## src/rtl/wb_regfile_pkg.sv

```systemverilog
// Shared pipeline types: the MEM/WB register layout, register-file sizing and
// the debugger access states.
package pipeline_types;

  localparam int unsigned NumRegs      = 32;
  localparam int unsigned RegWidth     = 32;
  localparam int unsigned RegAddrWidth = 5;
  localparam int unsigned InstretWidth = 64;

  typedef struct packed {
    logic [RegAddrWidth-1:0] addr;
    logic [RegWidth-1:0]     value;
    logic                    wen;
  } rd_t;

  typedef struct packed {
    logic valid;
    rd_t  rd;
  } mem_wb_t;

  typedef enum logic [1:0] {
    DBG_IDLE,
    DBG_ACCESS,
    DBG_ACK,
    DBG_DONE
  } dbg_state_e;

endpackage

```

## src/rtl/wb_regfile_rf.sv

```systemverilog
// Integer register storage with x0 held at zero and three read ports.
// Bypass from the write port applies only while iByp qualifies the write.
module regfile_2r1w
  import pipeline_types::*;
#(
  parameter int unsigned NUM_REGS  = NumRegs,
  parameter int unsigned REG_W     = RegWidth,
  parameter int unsigned REG_AW    = RegAddrWidth
) (
  input  logic              iClk,
  input  logic              iRst,
  input  logic              iWe,
  input  logic [REG_AW-1:0] iWaddr,
  input  logic [REG_W-1:0]  iWdata,
  input  logic              iByp,
  input  logic [REG_AW-1:0] iRaddr1,
  input  logic [REG_AW-1:0] iRaddr2,
  input  logic [REG_AW-1:0] iRaddr3,
  output logic [REG_W-1:0]  oRdata1,
  output logic [REG_W-1:0]  oRdata2,
  output logic [REG_W-1:0]  oRdata3
);

  logic [REG_W-1:0] r_mem [NUM_REGS];
  logic             w_byp;

  always_ff @(posedge iClk or posedge iRst) begin
    if (iRst) begin
      for (int unsigned i = 0; i < NUM_REGS; i++) begin
        r_mem[i] <= '0;
      end
    end else if (iWe && (iWaddr != '0)) begin
      r_mem[iWaddr] <= iWdata;
    end
  end

  // Debug writes use the same write port but must not forward into the read ports.
  assign w_byp = iByp & iWe;

  always_comb begin
    if (iRaddr1 == '0)                     oRdata1 = '0;
    else if (w_byp && (iWaddr == iRaddr1)) oRdata1 = iWdata;
    else                                   oRdata1 = r_mem[iRaddr1];
  end

  always_comb begin
    if (iRaddr2 == '0)                     oRdata2 = '0;
    else if (w_byp && (iWaddr == iRaddr2)) oRdata2 = iWdata;
    else                                   oRdata2 = r_mem[iRaddr2];
  end

  always_comb begin
    if (iRaddr3 == '0)                     oRdata3 = '0;
    else if (w_byp && (iWaddr == iRaddr3)) oRdata3 = iWdata;
    else                                   oRdata3 = r_mem[iRaddr3];
  end

endmodule

```

## src/rtl/wb_regfile.sv

```systemverilog
// Writeback stage: commits MEM/WB results, counts retired instructions and
// arbitrates debugger register accesses behind pipeline writeback.
module wb_regfile
  import pipeline_types::*;
#(
  parameter int unsigned NUM_REGS  = NumRegs,
  parameter int unsigned REG_W     = RegWidth,
  parameter int unsigned REG_AW    = RegAddrWidth,
  parameter int unsigned INSTRET_W = InstretWidth
) (
  input  logic                 iClk,
  input  logic                 iRst,
  input  logic                 iStall,
  input  logic                 iFlush,
  input  mem_wb_t              iME,
  input  logic [REG_AW-1:0]    iAddrRs1,
  input  logic [REG_AW-1:0]    iAddrRs2,
  output logic [REG_W-1:0]     oRs1,
  output logic [REG_W-1:0]     oRs2,
  input  logic                 iDbgReq,
  input  logic                 iDbgWe,
  input  logic [REG_AW-1:0]    iDbgAddr,
  input  logic [REG_W-1:0]     iDbgWdata,
  output logic                 oDbgAck,
  output logic [REG_W-1:0]     oDbgRdata,
  output logic [INSTRET_W-1:0] oInstret,
  output logic                 oCommitting
);

  dbg_state_e            r_state;
  logic                  r_dbg_we;
  logic [REG_AW-1:0]     r_dbg_addr;
  logic [REG_W-1:0]      r_dbg_wdata;
  logic [REG_W-1:0]      r_dbg_rdata;
  logic [INSTRET_W-1:0]  r_instret;

  logic                  w_retire;
  logic                  w_commit;
  logic                  w_dbg_go;
  logic                  w_dbg_wr;
  logic                  w_rf_we;
  logic [REG_AW-1:0]     w_rf_waddr;
  logic [REG_W-1:0]      w_rf_wdata;
  logic [REG_W-1:0]      w_dbg_rd;

  assign w_retire    = iME.valid & ~iStall & ~iFlush;
  assign w_commit    = w_retire & iME.rd.wen & (iME.rd.addr != '0);
  assign oCommitting = w_commit;

  // The debug access only proceeds in a cycle without a commit, so the two
  // writers never collide on the single write port.
  assign w_dbg_go   = (r_state == DBG_ACCESS) & ~w_commit;
  assign w_dbg_wr   = w_dbg_go & r_dbg_we;
  assign w_rf_we    = w_commit | w_dbg_wr;
  assign w_rf_waddr = w_commit ? iME.rd.addr  : r_dbg_addr;
  assign w_rf_wdata = w_commit ? iME.rd.value : r_dbg_wdata;

  regfile_2r1w #(
    .NUM_REGS (NUM_REGS),
    .REG_W    (REG_W),
    .REG_AW   (REG_AW)
  ) u_rf (
    .iClk    (iClk),
    .iRst    (iRst),
    .iWe     (w_rf_we),
    .iWaddr  (w_rf_waddr),
    .iWdata  (w_rf_wdata),
    .iByp    (w_commit),
    .iRaddr1 (iAddrRs1),
    .iRaddr2 (iAddrRs2),
    .iRaddr3 (r_dbg_addr),
    .oRdata1 (oRs1),
    .oRdata2 (oRs2),
    .oRdata3 (w_dbg_rd)
  );

  always_ff @(posedge iClk or posedge iRst) begin
    if (iRst) begin
      r_instret <= '0;
    end else if (w_retire) begin
      r_instret <= r_instret + 1'b1;
    end
  end

  always_ff @(posedge iClk or posedge iRst) begin
    if (iRst) begin
      r_state     <= DBG_IDLE;
      r_dbg_we    <= 1'b0;
      r_dbg_addr  <= '0;
      r_dbg_wdata <= '0;
      r_dbg_rdata <= '0;
    end else begin
      case (r_state)
        DBG_IDLE: begin
          if (iDbgReq) begin
            r_dbg_we    <= iDbgWe;
            r_dbg_addr  <= iDbgAddr;
            r_dbg_wdata <= iDbgWdata;
            r_state     <= DBG_ACCESS;
          end
        end
        DBG_ACCESS: begin
          if (w_dbg_go) begin
            if (!r_dbg_we) begin
              r_dbg_rdata <= w_dbg_rd;
            end
            r_state <= DBG_ACK;
          end
        end
        DBG_ACK: r_state <= DBG_DONE;
        DBG_DONE: begin
          if (!iDbgReq) begin
            r_state <= DBG_IDLE;
          end
        end
        default: r_state <= DBG_IDLE;
      endcase
    end
  end

  assign oDbgAck   = (r_state == DBG_ACK);
  assign oDbgRdata = r_dbg_rdata;
  assign oInstret  = r_instret;

endmodule

```

## config.mk

```make
export PLATFORM = sky130hd
export DESIGN_NAME = wb_regfile
export DESIGN_NICKNAME = d
export VERILOG_FILES = /design/src/rtl/wb_regfile_pkg.sv /design/src/rtl/wb_regfile_rf.sv /design/src/rtl/wb_regfile.sv
export SDC_FILE = /design/constraint.sdc
export NUM_CORES = 2
export LEC_CHECK = 0
export BUFFER_PORTS_ARGS = -buffer_cell sky130_fd_sc_hd__buf_2
export CORE_MARGIN = 3
export CORE_UTILIZATION = 68
export DETAILED_ROUTE_END_ITERATION = 6
export PLACE_DENSITY = 0.89
export REMOVE_ABC_BUFFERS = 1
export SLEW_MARGIN = 15
export SYNTH_ARGS = -nofsm -noshare
export SYNTH_HDL_FRONTEND = slang
export SYNTH_SLANG_ARGS = --single-unit
```

## constraint.sdc

```tcl
create_clock -name iClk -period 59.2 [get_ports iClk]
set_input_delay 11.84 -clock iClk [delete_from_list [all_inputs] [get_ports iClk]]
set_output_delay 11.84 -clock iClk [all_outputs]
set_load 0.01 [all_outputs]
```

==> results.md <==
* WL per Instance at 38.56 µm
* Largest buffer count on any clock path at 3
* Seq. cell area at approximately 29,000 µm²
* Number of max-slew violations in the final report at 0
* Vias per inst at approximately 8.5
* Antenna Violating Nets Remaining at 0
* Total via count after detailed routing at 53,110
* Cell type contributing the most total cell area after synthesis: dfrtp_1
* Vias in the first global route at 53,183
* Final hold violation count at 0
* Remaining design rule violation count at 11
* CTS H-tree lvls at 3
* Combined area of the multi-input logic cells at 37,340 µm²
* Clock Root Buffer: clkbuf_16
* Max-cap violation count at 0
* RSZ-0062 raised after global routing: false
* Global route total overflow at 0
* Number of setup buffers added after CTS at 0
* Length of the first detailed-routing pass in iterations at 7
* Latest clock arrival within the worst-skew pair at 770 ps
* Die outline area at 104,500 µm²
* Number of top-level pins at around 250
* Setup TNS after final layout at 0 ps
* Horizontal die dimension at 323.3 µm
* Detailed Route Iter0 Violations at 9,762
* Failing checks: DRC
* Clock transition at the registers of the reported paths at approximately 60 ps
* Wire length of the first global-routing pass at between 300 and 400 mm
* Post-synth ARST share at 100.0%
* Number of fillers in the final layout at 5,419
* Arrival time at the worst endpoint at 16,930 ps
* Ordered cell list for the critical path: buf_8 > buf_12 > buf_4 > buf_4 > mux4_2 > a22oi_1 > nand2_1 > nor3_1 > nor3_1 > buf_2
* Post-Synthesis Cells at 4,884
* Placeable core area at about 99,000 µm²
* Number of port buffers at 253
* Share of post-route cells with drive strength above 1 at 50.85%
* Relative area change from synthesis to final layout at 8.832%
* Cell area after technology mapping at 68,470 µm²
* Commonest register cell after synthesis: dfrtp_1
* Static leakage at 33.13 nW
* Largest cells by area after synthesis: dfrtp_1, mux4_2, mux2_2, clkbuf_1, buf_2
* Highest fanout seen on the critical path at 90
* Sequential share of the synthesized area at 42.40%
* RePlAce Congestion at 0.9185
* Cells after DPL at 5,994
* Num Clock Sinks at 1,160
* Number of flops mapped to enable cells by yosys at 0
* Worst relative slew slack at 6.244%
* Cts repair resizes at 0
* Delay of the slowest cell on the worst path at 850 ps
* Top cell family by delay on the critical path: buffers and inverters
* Crit share post-route at around half
* Buffers and inverters on the worst path at 5
* Number of distinct library cell variants in the gate-level netlist after synthesis at 60
* Standard-cell rows at around 120
* CP Launch Point: iAddrRs2[0]
* Post-detailed-placement half-perimeter wirelength at between 100 and 150 mm
* Final Critical Period at 28,770 ps
* Average footprint of a synthesized cell at 14.02 µm²
* Reg2reg start: r_dbg_addr[0]
* Initial cell density of the core at ~69%
* Yosys Warn Count at 0
* CP Data Required Time at around 47,000 ps
* Routed WL at 240.8 mm
* Number of non-filler instances in the completed layout at between 6,000 and 7,000
* Pin count of the biggest net entering global routing at 196
* Outcome: finished, violations left
* Most common cell after layout, fill and taps aside: dfrtp_1
* Start point of the worst min-delay path: u_rf.r_mem[1016]
* Number of register bits inferred by synthesis at roughly 1,200
* Slowest cell on the critical path: buf_4
* Setup Crit Path Kind: input pin to output port
* Number of buffers inserted during clock tree synthesis at 120
* Setup Skew at roughly 35 ps
* Pwr per Cell Area at 47.19 nW/µm²
* Number of endpoints failing setup at the final stage at 0
* Global router's overall resource usage at a little under half
* Number of hold-repair buffers added at the cts stage at 0
* Critical path launch point type: input pin
* Tightest Pin Transition at approximately 1400 ps
* Max IR drop VDD at around 37 µV
* Hold WC Path Type: flip-flop to flip-flop
* Top library cells by usage in the layout, fill and taps aside: dfrtp_1, mux2_2, mux4_2
* Initial antenna violation count at 18
* Die height at 323.3 µm
* Element type at the critical path end: output port
* Final nets at about 4,900
* TritonCTS clock tree: done
* Portion of synthesized cell area occupied by the leading cell type at 42.40%
* Maximum operating frequency at roughly 35 MHz
[synthesized netlist by cell type (all sizes together), types with 5 or more instances]
| master | count |
|---|---|
| ha | 6 |
| inv | 21 |
| xor2 | 32 |
| xnor2 | 42 |
| and2 | 8 |
| nand4 | 24 |
| dfrtp | 1160 |
| a22o | 25 |
| o22ai | 104 |
| mux4 | 723 |
| clkbuf | 288 |
| o31ai | 5 |
| nand3 | 74 |
| a22oi | 129 |
| nand3b | 8 |
| a221o | 11 |
| nor2b | 60 |
| nor4 | 45 |
| a211oi | 68 |
| a21oi | 14 |
| nor2 | 142 |
| nor3 | 181 |
| nor3b | 7 |
| nand2 | 137 |
| o221ai | 25 |
| or3b | 6 |
| o21ai | 45 |
| a31oi | 23 |
| buf | 254 |
| nand2b | 13 |
| mux2i | 29 |
| mux2 | 1141 |
[logic make-up (layout without fill, tap and decap cells)]
| logic type | Yosys count | count (layout) | share of synthesized area, % |
|---|---|---|---|
| muxes | 1893 | 1893 | 42.97 |
| DFF | 1160 | 1160 | 42.40 |
| and+or+nand+nor | 730 | 730 | 5.330 |
| buffers and inverters | 564 | 608 | 3.457 |
| AOI/OAI and AO/OA | 457 | 457 | 4.790 |
| xor gates and xnor gates | 74 | 74 | 0.9466 |
| adders and majority gates | 6 | 6 | 0.1096 |
| other | 0 | 29 | 0 |
[flip-flops by register name, summed over array words and instances, names as in the netlist]
signal,cells
u_rf.r_mem,1024
oInstret,64
oDbgRdata,32
r_dbg_wdata,32
r_dbg_addr,5
r_state,2
r_dbg_we,1
[power by group]
group          internal, mW  total [mW]  switching (mW)  leakage, nW
Clock                 0.464       0.802           0.338         2.02
Combinational         0.692        1.37           0.673         15.6
Sequential             1.05        1.35           0.294         15.5
Total                  2.21        3.52            1.31         33.1
[per-stage QoR]
step	setup WS [ps]	hold slack (ps)	total power [mW]	utilization [%]	cell area (µm²)
3_3_place_gp	30670	393.9	2.545	70.94	70330
4_1_cts	30560	417.9	3.444	75.07	74420
6_report	30430	417.8	3.516	75.16	74520
3_5_place_dp	30620	403.0	2.624	70.94	70330
5_1_grt	30170	427.2	3.605	75.09	74440
2_1_floorplan	14690	381.2	2.259	-	66180
[final cells by class]
type / instances / area share (%)
multi-input cells: 3160 / 50.11
flip-flops and latches: 1160 / 38.97
clock buffers: 169 / 4.671
repair buffers: 366 / 3.048
well taps: 1287 / 2.161
clock inverters: 51 / 0.8211
inverters: 22 / 0.1226
diodes: 29 / 0.09739
[worst paths after layout]
| check | to | slack [ps] | cells past startpoint |
|---|---|---|---|
| setup reg to reg | oDbgRdata[18] | 54190 | 8 |
| setup / recovery | oRs2[31] | 30430 | 10 |
| max in group asynchronous | u_rf.r_mem[323] | 44960 | 5 |
| min in group asynchronous | r_dbg_wdata[24] | 11260 | 2 |
| hold reg to reg | u_rf.r_mem[1016] | 420 | 0 |
| hold / removal | u_rf.r_mem[1016] | 420 | 0 |
[metal layers]
metal | GRT usage [%] | share of wire, % | vias to the layer above
met2 | 64.12 | 42 | 5964
met1 | 56.24 | 31 | 26139
met3 | 23.75 | 18 | 1921
met5 | 0 | 0.16 | -
met4 | 31.47 | 9.2 | 14
li1 | - | - | 19072
Note: power is estimated with default switching activity, not from simulation.
